==> src/rtl/seg7_pkg.sv <==
// Shared definitions for the 7-segment scan capture block.
// Holds the digit pattern constants, the capture FSM state type, the
// registered input-sample payload and small one-hot helpers.
package seg7_pkg;

    localparam int unsigned NUM_DIGITS = 8;
    localparam int unsigned BCD_W      = 4;
    localparam int unsigned SEG_W      = 8;

    localparam logic [BCD_W-1:0] BCD_INVALID = 4'hF;

    // Segment patterns for decimal digits 0-9
    localparam logic [SEG_W-1:0] SEG_0 = 8'hfc;
    localparam logic [SEG_W-1:0] SEG_1 = 8'h60;
    localparam logic [SEG_W-1:0] SEG_2 = 8'hda;
    localparam logic [SEG_W-1:0] SEG_3 = 8'hf2;
    localparam logic [SEG_W-1:0] SEG_4 = 8'h66;
    localparam logic [SEG_W-1:0] SEG_5 = 8'hb6;
    localparam logic [SEG_W-1:0] SEG_6 = 8'hbe;
    localparam logic [SEG_W-1:0] SEG_7 = 8'he0;
    localparam logic [SEG_W-1:0] SEG_8 = 8'hfe;
    localparam logic [SEG_W-1:0] SEG_9 = 8'hf6;

    typedef enum logic [1:0] {
        IDLE    = 2'd0,
        COLLECT = 2'd1,
        COMMIT  = 2'd2
    } state_e;

    // One registered observation of the scanned display bus
    typedef struct packed {
        logic [NUM_DIGITS-1:0] an;
        logic [SEG_W-1:0]      seg_lo;
        logic [SEG_W-1:0]      seg_hi;
    } scan_sample_t;

    function automatic logic is_onehot8(input logic [7:0] v);
        return (v != 8'd0) && ((v & (v - 8'd1)) == 8'd0);
    endfunction

    // Index of the set bit; only meaningful when v is one-hot
    function automatic logic [2:0] onehot_index(input logic [7:0] v);
        logic [2:0] idx;
        idx = 3'd0;
        for (int unsigned k = 0; k < 8; k++) begin
            if (v[k]) idx = 3'(k);
        end
        return idx;
    endfunction

endpackage

==> src/rtl/seg7_pattern_decode.sv <==
// Combinational segment-pattern to BCD decoder.
// Ports:
//   seg  - 8-bit segment pattern
//   bcd  - decoded digit 0-9, BCD_INVALID when the pattern is unknown
//   hit  - high when seg is one of the ten digit patterns
module seg7_pattern_decode
    import seg7_pkg::*;
(
    input  logic [SEG_W-1:0] seg,
    output logic [BCD_W-1:0] bcd,
    output logic             hit
);

    always_comb begin
        bcd = BCD_INVALID;
        hit = 1'b1;
        case (seg)
            SEG_0:   bcd = 4'd0;
            SEG_1:   bcd = 4'd1;
            SEG_2:   bcd = 4'd2;
            SEG_3:   bcd = 4'd3;
            SEG_4:   bcd = 4'd4;
            SEG_5:   bcd = 4'd5;
            SEG_6:   bcd = 4'd6;
            SEG_7:   bcd = 4'd7;
            SEG_8:   bcd = 4'd8;
            SEG_9:   bcd = 4'd9;
            default: hit = 1'b0;
        endcase
    end

endmodule

==> src/rtl/seg7_scan_capture.sv <==
// Reconstructs the eight BCD digits shown on a multiplexed 7-segment
// display by sniffing its digit-select and segment buses. Samples are
// gathered into a shadow frame; once all eight digits have been seen the
// frame is committed to the outputs in a single cycle.
//
// Ports:
//   clk, rst           - clock, synchronous active-high reset
//   an                 - one-hot digit select (0 = blank)
//   segout_0/segout_1  - segment bus for digits 0-3 / 4-7
//   digit0..digit7     - committed BCD digits
//   digit_valid        - per-digit decoded flag
//   frame_done         - one-cycle pulse when new digits appear
//   stale              - one-cycle pulse when a partial frame is abandoned
//   err, err_count     - illegal-sample pulse and saturating count
//
// Define SEG7_CAPTURE_ERR_EN to flag illegal samples; otherwise they are
// silently ignored and err/err_count stay 0.
module seg7_scan_capture
    import seg7_pkg::*;
#(
    parameter int unsigned FRAME_TIMEOUT = 64
) (
    input  logic        clk,
    input  logic        rst,
    input  logic [7:0]  an,
    input  logic [7:0]  segout_0,
    input  logic [7:0]  segout_1,
    output logic [3:0]  digit0,
    output logic [3:0]  digit1,
    output logic [3:0]  digit2,
    output logic [3:0]  digit3,
    output logic [3:0]  digit4,
    output logic [3:0]  digit5,
    output logic [3:0]  digit6,
    output logic [3:0]  digit7,
    output logic [7:0]  digit_valid,
    output logic        frame_done,
    output logic        stale,
    output logic        err,
    output logic [7:0]  err_count
);

    localparam int unsigned CNT_W = $clog2(FRAME_TIMEOUT + 1);
    localparam logic [7:0]  ERR_MAX = 8'hFF;

    state_e                              state_q, state_d;
    scan_sample_t                        s1_q;
    logic [NUM_DIGITS-1:0]               mask_q, mask_d;
    logic [NUM_DIGITS-1:0]               sval_q, sval_d;
    logic [NUM_DIGITS-1:0][BCD_W-1:0]    shadow_q, shadow_d;
    logic [NUM_DIGITS-1:0][BCD_W-1:0]    digits_q, digits_d;
    logic [NUM_DIGITS-1:0]               dvalid_q, dvalid_d;
    logic [CNT_W-1:0]                    cnt_q, cnt_d;
    logic                                frame_done_q, frame_done_d;
    logic                                stale_q, stale_d;
    logic                                err_q, err_d;
    logic [7:0]                          err_cnt_q, err_cnt_d;

    logic [2:0]            idx;
    logic [SEG_W-1:0]      sel_seg;
    logic [BCD_W-1:0]      dec_bcd;
    logic                  dec_hit;
    logic                  onehot;
    logic                  legal;
    logic                  illegal;
    logic                  bad_slot;
    logic [NUM_DIGITS-1:0] mask_base;
    logic [NUM_DIGITS-1:0] sval_base;

    // Pick the segment bus that drives the selected digit
    always_comb begin
        onehot  = is_onehot8(s1_q.an);
        idx     = onehot_index(s1_q.an);
        sel_seg = idx[2] ? s1_q.seg_hi : s1_q.seg_lo;
    end

    seg7_pattern_decode u_decode (
        .seg (sel_seg),
        .bcd (dec_bcd),
        .hit (dec_hit)
    );

    // Sample classification
    always_comb begin
        legal = onehot && dec_hit;
`ifdef SEG7_CAPTURE_ERR_EN
        illegal  = (s1_q.an != 8'd0) && !legal;
        bad_slot = onehot && !dec_hit;
`else
        illegal  = 1'b0;
        bad_slot = 1'b0;
`endif
    end

    // Next-state and datapath logic
    always_comb begin
        state_d      = state_q;
        shadow_d     = shadow_q;
        digits_d     = digits_q;
        dvalid_d     = dvalid_q;
        cnt_d        = cnt_q;
        err_cnt_d    = err_cnt_q;
        frame_done_d = 1'b0;
        stale_d      = 1'b0;
        err_d        = 1'b0;

        // The commit cycle opens a fresh frame, so its sample lands in an empty mask
        mask_base = (state_q == COMMIT) ? '0 : mask_q;
        sval_base = (state_q == COMMIT) ? '0 : sval_q;
        mask_d    = mask_base;
        sval_d    = sval_base;

        if (legal) begin
            mask_d[idx]   = 1'b1;
            sval_d[idx]   = 1'b1;
            shadow_d[idx] = dec_bcd;
        end else if (bad_slot) begin
            mask_d[idx]   = 1'b1;
            sval_d[idx]   = 1'b0;
            shadow_d[idx] = BCD_INVALID;
        end

        if (illegal) begin
            err_d = 1'b1;
            if (err_cnt_q != ERR_MAX) err_cnt_d = err_cnt_q + 8'd1;
        end

        case (state_q)
            IDLE: begin
                if (legal) begin
                    state_d = COLLECT;
                    cnt_d   = '0;
                end
            end
            COLLECT: begin
                // A completed frame takes priority over an expiring timer
                if (mask_d == 8'hFF) begin
                    state_d = COMMIT;
                end else if (cnt_q == CNT_W'(FRAME_TIMEOUT)) begin
                    state_d = IDLE;
                    stale_d = 1'b1;
                    mask_d  = '0;
                    sval_d  = '0;
                    cnt_d   = '0;
                end else begin
                    cnt_d = cnt_q + CNT_W'(1);
                end
            end
            COMMIT: begin
                digits_d     = shadow_q;
                dvalid_d     = sval_q;
                frame_done_d = 1'b1;
                cnt_d        = '0;
                state_d      = COLLECT;
            end
            default: begin
                state_d = IDLE;
                mask_d  = '0;
                sval_d  = '0;
                cnt_d   = '0;
            end
        endcase
    end

    // State and output registers
    always_ff @(posedge clk) begin
        if (rst) begin
            state_q      <= IDLE;
            s1_q         <= '0;
            mask_q       <= '0;
            sval_q       <= '0;
            shadow_q     <= '0;
            digits_q     <= '0;
            dvalid_q     <= '0;
            cnt_q        <= '0;
            frame_done_q <= 1'b0;
            stale_q      <= 1'b0;
            err_q        <= 1'b0;
            err_cnt_q    <= '0;
        end else begin
            state_q      <= state_d;
            s1_q         <= '{an: an, seg_lo: segout_0, seg_hi: segout_1};
            mask_q       <= mask_d;
            sval_q       <= sval_d;
            shadow_q     <= shadow_d;
            digits_q     <= digits_d;
            dvalid_q     <= dvalid_d;
            cnt_q        <= cnt_d;
            frame_done_q <= frame_done_d;
            stale_q      <= stale_d;
            err_q        <= err_d;
            err_cnt_q    <= err_cnt_d;
        end
    end

    assign digit0      = digits_q[0];
    assign digit1      = digits_q[1];
    assign digit2      = digits_q[2];
    assign digit3      = digits_q[3];
    assign digit4      = digits_q[4];
    assign digit5      = digits_q[5];
    assign digit6      = digits_q[6];
    assign digit7      = digits_q[7];
    assign digit_valid = dvalid_q;
    assign frame_done  = frame_done_q;
    assign stale       = stale_q;
    assign err         = err_q;
    assign err_count   = err_cnt_q;

endmodule

==> config.mk <==
export PLATFORM = sky130hd
export DESIGN_NAME = seg7_scan_capture
export DESIGN_NICKNAME = d
export VERILOG_FILES = /design/src/rtl/seg7_pkg.sv /design/src/rtl/seg7_pattern_decode.sv /design/src/rtl/seg7_scan_capture.sv
export SDC_FILE = /design/constraint.sdc
export NUM_CORES = 1
export LEC_CHECK = 0
export ABC_AREA = 1
export CAP_MARGIN = 20
export CORE_MARGIN = 2
export CORE_UTILIZATION = 30
export DETAILED_ROUTE_END_ITERATION = 10
export GPL_TIMING_DRIVEN = 0
export PLACE_DENSITY_LB_ADDON = 0.05
export SKIP_CTS_REPAIR_TIMING = 1
export SLEW_MARGIN = 10
export SYNTH_ARGS = -nofsm -noshare
export SYNTH_HDL_FRONTEND = slang
export SYNTH_SLANG_ARGS = --single-unit
==> constraint.sdc <==
create_clock -name clk -period 2.6 [get_ports clk]
set_input_delay 0.65 -clock clk [delete_from_list [all_inputs] [get_ports clk]]
set_output_delay 0.65 -clock clk [all_outputs]
set_load 0.005 [all_outputs]
**Word-level counts from Yosys, hierarchy flattened**

Index checks and enable logic that the tools add are counted.

- Order comparisons: 2
- Bitwise operators: 4
- Eq/ne operators: 17
- Multiplexer cells: 35
- Add/subtract/negate cells: 2
- Reductions and logical operators: 11

Operator list:

| operator | number |
|---|---|
| $eq 8x8->1 const B | 9 |
| $mux 8 | 9 |
| $pmux 4 s10 | 1 |
| $bwmux 32 | 1 |
| $pmux 8 s2 | 2 |
| $mux 7 | 3 |
| $mux 3 | 6 |
| $eq 8x7->1 const B | 2 |
| $or 8x8->8 | 2 |
| $pmux 7 s2 | 1 |
| $demux 4 s3 | 1 |
| $reduce_or 10->1 | 1 |
| $and 8x8->8 | 1 |
| $logic_not 8->1 | 1 |
| $reduce_bool 8->1 | 1 |
| $sub 8x1->8 const B | 1 |
| $add 7x1->7 const B | 1 |
| $eq 7x7->1 const B | 1 |
| $mux 2 | 3 |
| $pmux 2 s3 | 1 |
| $mux 1 | 5 |
| $lt 3x4->1 const B | 1 |
| $mux 4 | 1 |
| $ne 2x2->1 const B | 2 |
| other kinds (11) | 14 |

- Output and inout bits: 51
- Logic and storage cells: 97
- Flip-flop bits (word level): 123

**Longest topological paths before layout**

- Depth in word-level cells: 16
- Gate-level depth with buffers: 21

**Hierarchy**

Synthesis repeated with hierarchy kept, for this count alone.

- Cell total of the unflattened synthesis: 674
- Area total of the unflattened synthesis: 4,998.5 µm²

Modules (own cells, without submodules):

| module | cells an instance | area an instance (µm²) | sequential area each (µm²) | instances |
|---|---|---|---|---|
| seg7_scan_capture | 614 | 4,724.5 | 2,462.4 | 1 |
| seg7_pattern_decode | 60 | 274.0 | 0.0 | 1 |

**Least setup slack after synthesis**

Ideal clock, no wire load.

- Path kind: register to register
- From: register s1_q[23] (netlist bit)
- To: register cnt_q[1]
- Arrival time: 2.241 ns
- Stages on the path, launching flop included: 21
- Setup slack: 0.232 ns
- Buffers on the path: 2
- Library setup time: 0.128 ns
- Cell sequence: dfxtp_1 nor2_4 buf_6 nand3_2 nand2_1 nand2_1 nor2_2 nand2_1 nand3_2 nor2_4 nand2_4 buf_8 nand3_1 nand2_2 nand2_2 nor2_4 nand3_4 nand2_4 nand2_1 nand2_1 nor2_1

- Cells in the longest elaborated chain, start to end: 10
- Elaborated cells on any way between the ends: 31
- Those cells by class: 1 x add/sub; 2 x order compare; 13 x eq/ne; 6 x mux; 2 x bitwise; 7 x reduce/logical

RTL lines:

| item | line | text |
|---|---|---|
| start: declaration | seg7_scan_capture.sv:47 | `scan_sample_t s1_q;` |
| start signal: assignment | seg7_scan_capture.sv:182 | `s1_q <= '{an: an, seg_lo: segout_0, seg_hi: segout_1};` |
| parallel branches: the longest is 9 deep, another holds $sub 8x1->8 | n/a |  |
| $reduce_and 2->1 (no source line) * | n/a |  |
| end signal: assignment | seg7_scan_capture.sv:188 | `cnt_q <= cnt_d;` |
| end: declaration | seg7_scan_capture.sv:53 | `logic [CNT_W-1:0] cnt_q, cnt_d;` |

Mark *: on every way between the ends.
A chain may end at the register's enable or synchronous reset.

**Worst setup path after layout**

- From: register s1_q[23] (netlist bit)
- To: register cnt_q[6]

The elaborated chain is that of the path after synthesis.

==> run_results.csv <==
group,metric,value,unit
sta,rsz0062_at_grt,"yes",
setup_path,cp-start-kind,"flip-flop",
sta,period_share,1.04,
floorplanning,fp-row-count,47,
clocking,cts.path.max_buffers,2,
setup_path,r2r_cells,20,
clocking,clock_sinks,123,
yosys,synth_cell_types,33,
sta,fin_ws,-0.0967,ns
sta,setup_tns,-0.831,ns
sta,setup_viol_count_final,17,
clocking,worstSkewPairLatency,0.42,ns
sta,fin_crit,2.70,ns
placement,place_inst,978,
clocking,cts_tree,"yes",
placement,hpwl,9.53,mm
final_layout,finalNetCount,841,
yosys,synth_top_area_frac,0.481,
sta,skew,0.00885,ns
final_layout,final_util,0.442,
floorplanning,core,0.0166,mm^2
sta,worst_pin_slew,0.668,ns
placement,port_buffers,67,
yosys,yosysTopAreaCell,"dfxtp_1",
yosys,synth_area_leaders,"dfxtp_1 48%, nor2_1 11%, nand2_1 7.8%",
setup_path,slowest_delay,0.36,ns
yosys,synth_area,0.00512,mm^2
grt,grt_max_degree,17,
routing,routed_wl,13.9,mm
clocking,htree_levels,4,
setup_path,crit_cells,20,
grt,grt_pass1_wl,21.3,mm
routing,drt_iter0_drc,220,
routing,ant_nets,0,
grt,grt_pass1_vias,4238,
setup_path,cp-end-kind,"flip-flop",
yosys,syn_avg_cell_area,7.51,um^2
clocking,clkSlewWorstSetupHoldPaths,0.05,ns
run_status,status,"complete, but fails checks",
power,p_leak,0.00326,uW
power,p_per_area,642,mW/mm^2
floorplanning,io_pins,77,
setup_path,cp_max_fo,7,
routing,vias,4709,
flow_run,cap_violations,0,
sta,slew-limit-headroom,0.555,
clocking,clock-root-buffer,"clkbuf_16",
run_status,violations,"setup timing",
sta,report.final.slew_viol_count,0,
final_layout,antenna_cells,0,
routing,drcViolationCount,0,
routing,firstDrtPassIters,5,
placement,gp_congestion,0.796,
floorplanning,initial_core_util,0.308,
sta,hold_ws,0.460,ns
setup_path,path_buf_inv,4,
routing,routed_via_density,4.51,
grt,grt_usage,0.152,
floorplanning,fp.dieH,135,um
setup_path,crit_arrival,3.01,ns
yosys,ys_seq_elements,123,
setup_path,crit_path_top_delay_cell,"dfxtp_4",
setup_path,crit_required,2.91,ns
grt,antenna_found_initial,0,
final_layout,syn2layout_area_growth,43.9,%
grt,grt-ovfl-total,0,
setup_path,crit_family,"simple AND/OR/NAND/NOR gates",
sta,max_freq,371,MHz
routing,wl_per_cell,13.3,um
worst_hold_path,whs_path_depth,2,
final_layout,fin_cells,1045,
worst_hold_path,hold_class,"flip-flop to flip-flop",
floorplanning,die_x,135,um
floorplanning,die_area,0.0181,mm^2
final_layout,layout-drive-gt1-share,0.215,
power,irDropWorstVdd,0.453,mV
clocking,cts-buffers-inserted,17,
yosys,syn_inst,682,
setup_path,critical_path_class,"flip-flop to flip-flop",
setup_path,crit_chain,"nor2_4, buf_6, buf_6, nand3b_1, nand2_1, nand2_1, nor2_2, nand2_2, nand3_2, nor2_4, nand2_4, buf_12, nand3b_4, nand2_2, nand2_2, nor2_4, buf_4, nand3_2, a21oi_1, nor2_1",
yosys,yosysWarningCount,0,
placement,pre_cts_slack,-0.363,ns
final_layout,final_common_cell,"nor2_1",
sta,hold_viol,0,
yosys,yosysSeqAreaShare,0.481,
final_layout,layout_common_cells,"135 x nor2_1, 121 x dfxtp_1, 74 x nand2_1",
-- final cells by class --
| class | instances | area, um^2 |
|---|---|---|
| fill | 1652 | 9280 |
| multi-input combinational | 466 | 2510 |
| sequential | 123 | 2470 |
| timing repair buffer | 102 | 998 |
| clock buffer | 25 | 515 |
| tap | 220 | 275 |
| inverter | 68 | 259 |
| buffer | 35 | 225 |
| clock inverter | 6 | 108 |
-- report_power, final --
part           internal (uW)  total [uW]  leakage [uW]  switching [uW]
Sequential              1910        1920      0.000998            14.1
Combinational            149         329       0.00196             179
Clock                   1650        2480      0.000305             828
Total                   3710        4730       0.00326            1020
-- cell families after synthesis --
group	count (synthesis)	share of synthesized area
and+or+nand+nor	322	0.286
xor gates and xnor gates	1	0.00171
adders and majority gates	2	0.00489
other	1	0.000733
AOI/OAI and AO/OA	130	0.136
DFF	123	0.481
buffers and inverters	103	0.0902
-- registers in the layout, summed over array words and instances, names as in the netlist --
| name | flops |
|---|---|
| digit3 | 4 |
| digit_valid | 8 |
| sval_q | 8 |
| s1_q | 24 |
| shadow_q | 32 |
| digit7 | 4 |
| digit0 | 4 |
| stale | 1 |
| digit5 | 4 |
| state_q | 2 |
| digit6 | 4 |
| cnt_q | 7 |
| frame_done | 1 |
| digit4 | 4 |
| digit2 | 4 |
| mask_q | 8 |
| digit1 | 4 |
-- per-stage QoR --
| stage | cell area (um^2) | power [uW] |
|---|---|---|
| after floorplan | 5150 | 2120 |
| after detailed placement | 6110 | 2210 |
| after global routing | 7360 | 4910 |
| final | 7360 | 4730 |
| after global placement | 6090 | 2200 |
| after CTS | 6730 | 4700 |
-- tightest hold or removal path, cell delays in order (launching register included) --
cell and delay (ns):
dfxtp_1 0.29, inv_1 0.06, a21oi_1 0.06
-- path summary, 6_finish.rpt --
path | start | endpoint | slack (ns)
min reg2reg | shadow_q[29] | shadow_q[29] | 0.46
min | shadow_q[29] | shadow_q[29] | 0.46
max | s1_q[23] | cnt_q[6] | -0.1
max reg2reg | s1_q[23] | cnt_q[6] | -0.1
-- synthesized netlist by cell type (all sizes together) --
cell and number:
a21boi 1, a21oi 45, a31oi 11, buf 18
clkbuf 17, conb 1, dfxtp 123, ha 2
inv 68, nand2 119, nand3 26, nand3b 7
nand4 2, nor2 161, nor3 6, nor4 1
o211ai 2, o21a 1, o21ai 69, o21bai 1
xnor2 1
-- per-layer routing --
layer  vias up  global-route usage  share of wire
li1       2428                   -              -
met1      2177               0.201           0.49
met2        89               0.237           0.47
met3        15              0.0458          0.038
met4         0              0.0503          0.011
met5         -                   0              0
Note: power is estimated with default switching activity, not from simulation.
